`src/rtl/uart_rx_8n1.sv`:
```
`default_nettype none
// ============================================================================
// Module      : uart_rx_8n1
// Description : 8N1 UART receiver with mid-bit sampling, one-entry receive
//               buffer on a valid/ready handshake, sticky frame/overrun flags.
// Revision    : 1.0 - initial release
// ============================================================================
module uart_rx_8n1 #(
    parameter int CLK_FREQ_HZ = 25_000_000,
    parameter int BAUD_RATE   = 115200
) (
    input  logic       clk,
    input  logic       resetn,
    input  logic       rxd,
    output logic [7:0] rx_data,
    output logic       rx_valid,
    input  logic       rx_ready,
    output logic       busy,
    output logic       frame_err,
    output logic       overrun,
    input  logic       err_clr
);

    localparam int CLKS_PER_BIT = CLK_FREQ_HZ / BAUD_RATE;
    localparam int HALF_BIT     = CLKS_PER_BIT / 2;
    localparam int CNT_W        = (CLKS_PER_BIT > 2) ? $clog2(CLKS_PER_BIT) : 1;

    localparam logic [CNT_W-1:0] c_half_last = CNT_W'(HALF_BIT - 1);
    localparam logic [CNT_W-1:0] c_bit_last  = CNT_W'(CLKS_PER_BIT - 1);

    localparam logic [2:0] c_st_idle      = 3'd0;
    localparam logic [2:0] c_st_start     = 3'd1;
    localparam logic [2:0] c_st_data      = 3'd2;
    localparam logic [2:0] c_st_stop      = 3'd3;
    localparam logic [2:0] c_st_wait_idle = 3'd4;

    logic             r_sync1, r_sync2;
    logic [2:0]       r_state, w_state_nxt;
    logic [CNT_W-1:0] r_cnt, w_cnt_nxt;
    logic [2:0]       r_bit_idx, w_bit_idx_nxt;
    logic [7:0]       r_shift, w_shift_nxt;
    logic [7:0]       r_rx_data, w_rx_data_nxt;
    logic             r_rx_valid, w_rx_valid_nxt;
    logic             r_frame_err, w_frame_err_nxt;
    logic             r_overrun, w_overrun_nxt;
    logic             w_rx_s;
    logic             w_consume;

    assign w_rx_s    = r_sync2;
    assign w_consume = r_rx_valid & rx_ready;

    always_ff @(posedge clk) begin
        if (!resetn) begin
            r_sync1     <= 1'b1;
            r_sync2     <= 1'b1;
            r_state     <= c_st_idle;
            r_cnt       <= '0;
            r_bit_idx   <= '0;
            r_shift     <= '0;
            r_rx_data   <= 8'h00;
            r_rx_valid  <= 1'b0;
            r_frame_err <= 1'b0;
            r_overrun   <= 1'b0;
        end else begin
            r_sync1     <= rxd;
            r_sync2     <= r_sync1;
            r_state     <= w_state_nxt;
            r_cnt       <= w_cnt_nxt;
            r_bit_idx   <= w_bit_idx_nxt;
            r_shift     <= w_shift_nxt;
            r_rx_data   <= w_rx_data_nxt;
            r_rx_valid  <= w_rx_valid_nxt;
            r_frame_err <= w_frame_err_nxt;
            r_overrun   <= w_overrun_nxt;
        end
    end

    always_comb begin
        w_state_nxt     = r_state;
        w_cnt_nxt       = r_cnt;
        w_bit_idx_nxt   = r_bit_idx;
        w_shift_nxt     = r_shift;
        w_rx_data_nxt   = r_rx_data;
        w_rx_valid_nxt  = r_rx_valid;
        w_frame_err_nxt = r_frame_err;
        w_overrun_nxt   = r_overrun;

        // Clear first so that a flag set on the same edge takes priority.
        if (err_clr) begin
            w_frame_err_nxt = 1'b0;
            w_overrun_nxt   = 1'b0;
        end
        if (w_consume) begin
            w_rx_valid_nxt = 1'b0;
        end

        case (r_state)
            c_st_idle: begin
                if (!w_rx_s) begin
                    w_state_nxt = c_st_start;
                    w_cnt_nxt   = '0;
                end
            end
            c_st_start: begin
                if (r_cnt == c_half_last) begin
                    w_cnt_nxt     = '0;
                    w_bit_idx_nxt = '0;
                    w_state_nxt   = w_rx_s ? c_st_idle : c_st_data;
                end else begin
                    w_cnt_nxt = r_cnt + CNT_W'(1);
                end
            end
            c_st_data: begin
                if (r_cnt == c_bit_last) begin
                    w_shift_nxt   = {w_rx_s, r_shift[7:1]};
                    w_cnt_nxt     = '0;
                    w_bit_idx_nxt = r_bit_idx + 3'd1;
                    if (r_bit_idx == 3'd7) begin
                        w_state_nxt = c_st_stop;
                    end
                end else begin
                    w_cnt_nxt = r_cnt + CNT_W'(1);
                end
            end
            c_st_stop: begin
                if (r_cnt == c_bit_last) begin
                    w_cnt_nxt = '0;
                    if (w_rx_s) begin
                        // A consume on this edge frees the buffer for the new byte.
                        if (!r_rx_valid || w_consume) begin
                            w_rx_data_nxt  = r_shift;
                            w_rx_valid_nxt = 1'b1;
                        end else begin
                            w_overrun_nxt = 1'b1;
                        end
                        w_state_nxt = c_st_idle;
                    end else begin
                        w_frame_err_nxt = 1'b1;
                        w_state_nxt     = c_st_wait_idle;
                    end
                end else begin
                    w_cnt_nxt = r_cnt + CNT_W'(1);
                end
            end
            c_st_wait_idle: begin
                if (w_rx_s) begin
                    w_state_nxt = c_st_idle;
                end
            end
            default: begin
                w_state_nxt = c_st_idle;
                w_cnt_nxt   = '0;
            end
        endcase
    end

    assign rx_data   = r_rx_data;
    assign rx_valid  = r_rx_valid;
    assign busy      = (r_state != c_st_idle);
    assign frame_err = r_frame_err;
    assign overrun   = r_overrun;

endmodule
`default_nettype wire

```
`config.mk`:
```
export PLATFORM = sky130hd
export DESIGN_NAME = uart_rx_8n1
export DESIGN_NICKNAME = d
export VERILOG_FILES = /design/src/rtl/uart_rx_8n1.sv
export SDC_FILE = /design/constraint.sdc
export NUM_CORES = 1
export LEC_CHECK = 0
export ABC_AREA = 1
export CORE_ASPECT_RATIO = 0.8
export CORE_MARGIN = 3
export CORE_UTILIZATION = 50
export CTS_BUF_LIST = sky130_fd_sc_hd__clkbuf_8
export CTS_CLUSTER_DIAMETER = 80
export DETAILED_ROUTE_END_ITERATION = 7
export GPL_ROUTABILITY_DRIVEN = 0
export GPL_TIMING_DRIVEN = 0
export HOLD_SLACK_MARGIN = 0.03
export PLACE_DENSITY_LB_ADDON = 0.2
export SLEW_MARGIN = 20
export SYNTH_ARGS = -nofsm -noshare
export SYNTH_HDL_FRONTEND = slang
export SYNTH_SLANG_ARGS = --single-unit
export TNS_END_PERCENT = 30
```
`constraint.sdc`:
```
create_clock -name clk -period 1.7 [get_ports clk]
set_input_delay 0.17 -clock clk [delete_from_list [all_inputs] [get_ports clk]]
set_output_delay 0.17 -clock clk [all_outputs]
set_load 0.005 [all_outputs]
```
After elaboration in Yosys (flattened, before gate mapping)
Index checks and enable logic that the tools add are counted.
- add/subtract/negate cells: 2
- mux-type cells: 30
- bitwise gates (word level): 2
- reduce and logical (&&, ||, !) cells: 11
- $mul: 0
- div/mod/pow operators: 0
- $lt $le $gt $ge: 0
- shift-type cells: 0
- equal/unequal tests: 13
- operator list (kind ; count):
    $pmux W8 S4 ; 1
    $mux W3 ; 9
    $mux W8 ; 3
    $pmux W3 S5 ; 1
    $mux W1 ; 14
    $ne A2 B2 Y1 const B ; 6
    $add A8 B1 Y8 const B ; 1
    $eq A8 B7 Y1 const B ; 1
    $eq A8 B8 Y1 const B ; 1
    $eq A3 B2 Y1 const B ; 2
    $eq A3 B3 Y1 const B ; 2
    $pmux W3 S2 ; 1
    $reduce_and A6 Y1 ; 1
    $reduce_and A2 Y1 ; 2
    $reduce_and A4 Y1 ; 1
    $add A3 B1 Y3 const B ; 1
    $eq A3 B1 Y1 const B ; 1
    $logic_not A3 Y1 ; 1
    $reduce_and A3 Y1 ; 1
    $reduce_bool A3 Y1 ; 1
    $mux W2 ; 1
    $reduce_bool A2 Y1 ; 1
    $reduce_or A2 Y1 ; 1
    $and A1 B1 Y1 ; 1
    3 further kinds ; 3
- output and inout port bits: 12
- register bits after elaboration: 35
- ROM bits: 0
- bits in latches: 0
- memories kept: 0
- word-level logic and storage cells: 68
- bits in writable memories: 0

Depth between registers and ports, before layout
Gate-level depths: netlist of run 1.
- depth in word-level cells: 6
- depth in mapped cells: 11
- mapped depth without buffers: 11

Least setup slack after synthesis of run 1
Ideal clock, no wire load.
- kind: register to register
- from: register r_cnt[0]
- to: register r_rx_data[1] (netlist: rx_data[1])
- library setup time: 0.113 ns
- path buffers: 1
- path slack: 0.362 ns
- cell stages (with the launch flop): 11
- arrival: 1.226 ns
- data required time: 1.587 ns
- cell sequence: dfxtp_1 -> inv_1 -> ha_1 -> nand2_2 -> nor2_4 -> nand2_4 -> clkinv_2 -> nand3b_4 -> buf_6 -> nor2_1 -> nor2_1
- cells in the longest elaborated chain, start to end: 2
- RTL lines (what ; RTL line ; text):
    start: declaration ; 39 ; logic [CNT_W-1:0] r_cnt, w_cnt_nxt;
    start signal: assignment ; 68 ; r_cnt <= w_cnt_nxt;
    $eq A8 B8 Y1 ; 126 ; if (r_cnt == c_bit_last) begin
    $reduce_and A4 Y1 (no source line) ; -- ;
    end signal: assignment ; 71 ; r_rx_data <= w_rx_data_nxt;
    end: declaration ; 42 ; logic [7:0] r_rx_data, w_rx_data_nxt;
Every way passes these cells.
A chain may end at the register's enable or synchronous reset.

Final worst setup path of run 1
- from: register r_state[2]
- to: output busy
- cells in the longest elaborated chain, start to end: 1
- RTL lines (what ; RTL line ; text):
    start: declaration ; 38 ; logic [2:0] r_state, w_state_nxt;
    start signal: assignment ; 56 ; r_state <= c_st_idle;
    start signal: assignment ; 67 ; r_state <= w_state_nxt;
    $reduce_bool A3 Y1 ; 159 ; assign busy = (r_state != c_st_idle);
    end: declaration ; 18 ; output logic busy,
Every way passes these cells.

==> qor.csv, run 1 <==
stage,metric,value,unit
grt,initial antenna violation count,0,
cts,PostCTS Resize Cnt,0,
synthesis,post-synthesis register bit count,35,
pwr,Cell Pwr Density,1200,nW/um2
detailed_routing,"antenna viol nets, final",0,
finish,"most common cell after layout, fill and taps aside",nand2_1,
status,outcome,"complete, no violations",
timing,final worst setup slack,0.162,ns
worst_setup_path,Worst path top cell family by delay,buffers and inverters,
timing,RSZ-0062 raised after global routing,no,
cts,CTS clock-pin slew for the worst setup and hold paths,0.07,ns
grt,gr busiest metal,met2,
timing,setup TNS,0,ns
synthesis,"Seq/Total Area, Yosys",0.416,
timing,Fmax,650,MHz
cts,clock root buffer,clkbuf_8,
synthesis,cell area after synthesis,1690,um2
floorplanning,Starting Density,0.535,
detailed_routing,per-cell routed wire length,10.7,um
cts,latest clock arrival within the worst-skew pair,0.28,ns
worst_setup_path,crit path max-delay cell type,clkdlybuf4s50_1,
grt,GRT Resource Usage Total,0.180,
grt,global routing met1 resource utilization,0.255,
synthesis,dominant cells by area after synthesis,"dfxtp_1, nand2_1, nor2_1",
worst_setup_path,CP bufs+invs,1,
pwr,VDD IR max,1.06,mV
floorplanning,Die ar.,4110,um2
worst_setup_path,worst path cell trace,"nor2_2, nand2_1, clkdlybuf4s50_1",
grt,met2 Usage GRT,0.269,
place,HPWL after DPL,2.36,mm
floorplanning,Ports,17,
grt,vias in the first global route,1349,
finish,Layout Nets,270,
floorplanning,Die Height,57.9,um
synthesis,largest area contributor in the netlist,dfxtp_1,
floorplanning,Core Rows,18,
finish,Layout area overhead,18.9,%
grt,grt met3 use,0.0520,
job,Max-Cap Viols,0,
synthesis,top cell type's share of synthesized area,0.416,
cts,CTS hold repair buffers,0,
floorplanning,Core Region,3150,um2
synthesis,Syn Nets,248,
synthesis,Synth Instances,239,
timing,slew margin rel.,0.698,
detailed_routing,first-pass detailed-route iteration total,4,
detailed_routing,1st-iter DRT viols,118,
worst_setup_path,WP data required,1.53,ns
floorplanning,Die Span X,70.9,um
synthesis,Unique masters post-synth,25,
place,quantity of I/O buffers inserted on ports,15,
worst_setup_path,max incr delay on CP,0.49,ns
synthesis,syn avg cell area,7.05,um2
cts,Clock Path Buffers,2,
worst_setup_path,Critical Path AT,1.37,ns
worst_setup_path,Setup CP Type,flip-flop to primary output,
synthesis,yosys warns,0,
cts,CTS tree,built,
cts,post-CTS setup buffers,0,
grt,global-route wire length before repair,5.91,mm
timing,Final Cycle Share,0.905,
place,DP Worst Slack,0.222,ns
timing,Setup Viol. Count Final,0,
finish,layout cell share with drive strength beyond 1,0.134,
timing,min Tclk post-route,1.54,ns
worst_setup_path,CP Max Fanout,5,
timing,Slew @ Worst Pin,0.454,ns
cts,clock buffer count from CTS,5,
cts,CTS sink cnt,35,
detailed_routing,Routed WL,3.24,mm
pwr,LEAKAGE,0.954,nW
detailed_routing,via count,1481,
timing,Slew Limit Fails,0,
detailed_routing,Vias per Instance,4.90,
finish,antenna diode count,0,
worst_hold_path,HP Class,input pin to flip-flop,
finish,most frequent cells in the layout,"nand2_1, nor2_1, dfxtp_1, inv_1, a21oi_1",
worst_setup_path,crit path launch type,flip-flop,
cts,H-tree depth,2,
grt,grt total ovfl,0,
timing,Final Hold Viols,0,
timing,clk_skew,0.00346,ns
detailed_routing,DRC Markers,0,
grt,largest net degree at the start of global routing,12,
worst_setup_path,CP Capture Type,primary output,
==> layer usage <==
metal	wire [um]	part of all wire
met5	0	0
met3	242	0.075
met4	17	0.0052
met1	1660	0.51
met2	1330	0.41
==> registers in the layout, indices dropped and copies added, names as in the netlist <==
| signal | flops |
|---|---|
| r_cnt | 8 |
| rx_valid | 1 |
| r_state | 3 |
| frame_err | 1 |
| r_bit_idx | 3 |
| overrun | 1 |
| rx_data | 8 |
| r_shift | 8 |
| r_sync1 | 1 |
| r_sync2 | 1 |
==> stage by stage <==
| step | power, mW | std cells | hold WS (ns) | util | cell area (um2) |
|---|---|---|---|---|---|
| 2_1_floorplan | 1.47 | 239 | 0.277 | - | 1690 |
| 3_3_place_gp | 1.64 | 294 | 0.414 | 0.598 | 1890 |
| 3_5_place_dp | 1.64 | 294 | 0.414 | 0.598 | 1890 |
| 4_1_cts | 2.42 | 302 | 0.224 | 0.635 | 2000 |
| 5_1_grt | 2.58 | 302 | 0.249 | 0.635 | 2000 |
| 6_report | 2.41 | 302 | 0.219 | 0.635 | 2000 |
==> report_power, final <==
part | internal, mW | switching, mW | total, mW
registers | 0.885 | 0.0626 | 0.948
logic | 0.252 | 0.435 | 0.687
clock network | 0.474 | 0.305 | 0.779
==> logic make-up (layout without fill, tap and decap cells) <==
family | Yosys count | count (layout) | share of synthesized area
xor gates and xnor gates | 3 | 3 | 0.0156
and+or+nand+nor | 132 | 132 | 0.361
DFF | 35 | 35 | 0.416
adders and majority gates | 4 | 4 | 0.0297
AOI/OAI and AO/OA | 27 | 27 | 0.0831
buffers and inverters | 38 | 61 | 0.0950
==> final cells by class <==
| cell class | instances | area [um2] |
|---|---|---|
| fillers | 284 | 1150 |
| clock inverters | 2 | 35.0 |
| repair buffers | 15 | 150 |
| plain buffers | 6 | 38.8 |
| well taps | 40 | 50.0 |
| inverters | 32 | 121 |
| multi-input cells | 166 | 825 |
| clock buffers | 6 | 82.6 |
| flip-flops and latches | 35 | 701 |
==> worst paths after layout <==
kind	end	cells after the start	slack (ns)	start
worst max-delay path	busy	3	0.16	r_state[2]
worst min-delay path	rx_data[3]	3	0.22	resetn
worst max register to register	rx_data[2]	10	0.21	r_cnt[0]
worst min register to register	r_sync2	1	0.43	r_sync1
==> worst min-delay path, stage by stage <==
cell and delay [ns]:
clkbuf_1 0.16, nand2_1 0.10, nor2_1 0.03
==> cells in the mapped netlist <==
| library cell | n |
|---|---|
| nand2_1 | 59 |
| nor2_1 | 38 |
| dfxtp_1 | 35 |
| inv_1 | 27 |
| a21oi_1 | 21 |
| nand3_1 | 11 |
| nand2_2 | 9 |
| ha_1 | 4 |
| inv_2 | 4 |
| nand4_1 | 4 |
| clkbuf_1 | 3 |
| o21ai_0 | 3 |
| or2_2 | 3 |
| xnor2_1 | 3 |
| buf_6 | 2 |
| nor2_2 | 2 |
| nor2_4 | 2 |
| o21ai_1 | 2 |
| buf_2 | 1 |
| clkinv_2 | 1 |
| nand2_4 | 1 |
| nand3_4 | 1 |
| nand3b_4 | 1 |
| nor3_1 | 1 |
| o211a_1 | 1 |
Note: power is estimated with default switching activity, not from simulation.
==> run 2, diff against run 1 <==
Settings changed: CORE_MARGIN 3 to 8.
==> run 2 against run 1 <==
Against the previous run:
- hold slack better by 0.0058 ns
- combinational power rose by 2%
- design area shrank 1.4%
- power is 7.1% lower
- global-route usage down 4.6 points
- die area rose by 34%
- critical endpoint is now rx_data[0]
==> qor.csv, run 2 (synthesis results as in run 1) <==
stage,metric,value,unit
status,outcome,"complete, no violations",
place,quantity of I/O buffers inserted on ports,15,
pwr,total power,2.24,mW
finish,# fillers,312,
detailed_routing,DRC Markers,0,
timing,slew margin rel.,0.672,
cts,latest clock arrival within the worst-skew pair,0.28,ns
cts,post-CTS setup buffers,0,
worst_setup_path,Setup CP Type,flip-flop to flip-flop,
grt,largest net degree at the start of global routing,11,
worst_setup_path,max incr delay on CP,0.34,ns
grt,initial antenna violation count,0,
pwr,internal power,1.46,mW
worst_setup_path,crit path launch type,flip-flop,
grt,vias in the first global route,1308,
timing,Slew Limit Fails,0,
grt,global-route wire length before repair,5.75,mm
place,HPWL after DPL,2.45,mm
pwr,NetSw,0.786,mW
floorplanning,Die ar.,5500,um2
pwr,Clk network pwr share,0.266,
cts,clock root buffer,clkbuf_8,
worst_setup_path,Critical R2R Capture,rx_data[0],
timing,Setup Viol. Count Final,0,
worst_setup_path,Worst Reg-to-Reg Cells,10,
finish,layout cell share with drive strength beyond 1,0.130,
detailed_routing,per-cell routed wire length,10.9,um
worst_setup_path,CP Max Fanout,10,
timing,min Tclk post-route,1.53,ns
finish,"most common cell after layout, fill and taps aside",nand2_1,
cts,CTS hold repair buffers,0,
cts,CTS tree,built,
cts,H-tree depth,2,
pwr,sequential group share of total power,0.422,
floorplanning,Core Region,3330,um2
detailed_routing,Vias per Instance,4.73,
finish,antenna diode count,0,
worst_setup_path,WP data required,1.87,ns
floorplanning,Die Span X,80.9,um
cts,PostCTS Resize Cnt,0,
worst_setup_path,Worst R2R Start,r_cnt[0],
cts,Clock Path Buffers,2,
cts,CTS sink cnt,35,
cts,CTS clock-pin slew for the worst setup and hold paths,0.06,ns
pwr,Logic pwr share,0.312,
timing,Final Cycle Share,0.902,
grt,grt total ovfl,0,
timing,Slew @ Worst Pin,0.489,ns
worst_hold_path,Hold Path Depth,3,
finish,Layout area overhead,17.2,%
worst_hold_path,WHS Endpoint,rx_data[0],
finish,most frequent cells in the layout,"nand2_1, nor2_1, dfxtp_1, inv_1, a21oi_1",
floorplanning,Core Rows,19,
floorplanning,Ports,17,
pwr,LEAKAGE,0.940,nW
worst_setup_path,Critical Path AT,1.71,ns
worst_setup_path,CP Capture Type,flip-flop,
finish,Layout Nets,270,
detailed_routing,first-pass detailed-route iteration total,4,
pwr,Cell Pwr Density,1130,nW/um2
detailed_routing,1st-iter DRT viols,72,
worst_setup_path,R2R setup slack,0.17,ns
worst_hold_path,HP Class,input pin to flip-flop,
worst_setup_path,CP most frequent cell,nor2_1,
worst_hold_path,min-delay src,resetn,
timing,Final Hold Viols,0,
detailed_routing,Routed WL,3.31,mm
detailed_routing,via count,1432,
timing,RSZ-0062 raised after global routing,no,
worst_setup_path,crit path max-delay cell type,dfxtp_1,
timing,Fmax,652,MHz
cts,clock buffer count from CTS,5,
detailed_routing,"antenna viol nets, final",0,
timing,clk_skew,0.00508,ns
job,Max-Cap Viols,0,
grt,GRT Resource Usage Total,0.134,
floorplanning,Die Height,67.9,um
timing,setup TNS,0,ns
pwr,Sw Share,0.351,
worst_setup_path,worst path cell trace,"inv_1, ha_1, nand2_2, nor2_4, nand2_4, clkinv_2, nand3b_4, buf_6, nor2_1, nor2_1",
pwr,VDD IR max,0.610,mV
floorplanning,Starting Density,0.506,
run 2: per-stage QoR:
stage,hold slack [ns],util,std cells,worst slack (ns),cell area (um2)
after floorplan,0.277,-,239,0.362,1690
after global placement,0.417,0.567,296,0.176,1890
after detailed placement,0.418,0.567,296,0.170,1890
after CTS,0.233,0.594,303,0.158,1980
after global routing,0.275,0.594,303,0.0413,1980
final,0.224,0.594,303,0.167,1980
run 2: per-layer routing:
metal | up-vias | GRT usage | wire (um)
met3 | 4 | 0.0433 | 114
met1 | 630 | 0.180 | 1770
met5 | - | 0 | 0
met2 | 18 | 0.198 | 1400
met4 | 0 | 0.0467 | 22
li1 | 780 | - | -
run 2: layout make-up:
cell class                      count  area, um2  share of cell area
Timing Repair Buffer               15        150              0.0760
Multi-Input combinational cell    166        825               0.417
Clock inverter                      1       5.00             0.00253
Tap cell                           42       52.6              0.0266
Buffer                              6       38.8              0.0196
Inverter                           32        121              0.0614
Sequential cell                    35        701               0.355
Clock buffer                        6       82.6              0.0418
run 2: power by group through the flow:
stage	sequential, mW	clock (mW)	combinational [mW]
3_3_place_gp	0.963	0	0.687
5_1_grt	0.954	0.660	0.795
4_1_cts	0.945	0.617	0.700
6_report	0.946	0.597	0.699
2_1_floorplan	0.949	0	0.525
3_5_place_dp	0.964	0	0.697
run 2: how the worst max path moves through the flow:
stage                       to  startpoint  slack [ns]
finish              rx_data[0]    r_cnt[0]        0.17
global route        rx_data[0]    r_cnt[0]        0.04
CTS                 rx_data[0]    r_cnt[0]        0.16
detailed placement  rx_data[0]    r_cnt[0]        0.17
global placement    rx_data[3]    r_cnt[0]        0.18
floorplan           rx_data[1]    r_cnt[0]        0.36
run 2: worst max-delay path, delay by kind of cell, from the launching register on:
family / cells / cell delay [ns]
adder cells (fa/ha/maj): 1 / 0.17
buffers and inverters: 3 / 0.34
flip-flops: 1 / 0.34
AND/OR/NAND/NOR: 6 / 0.58
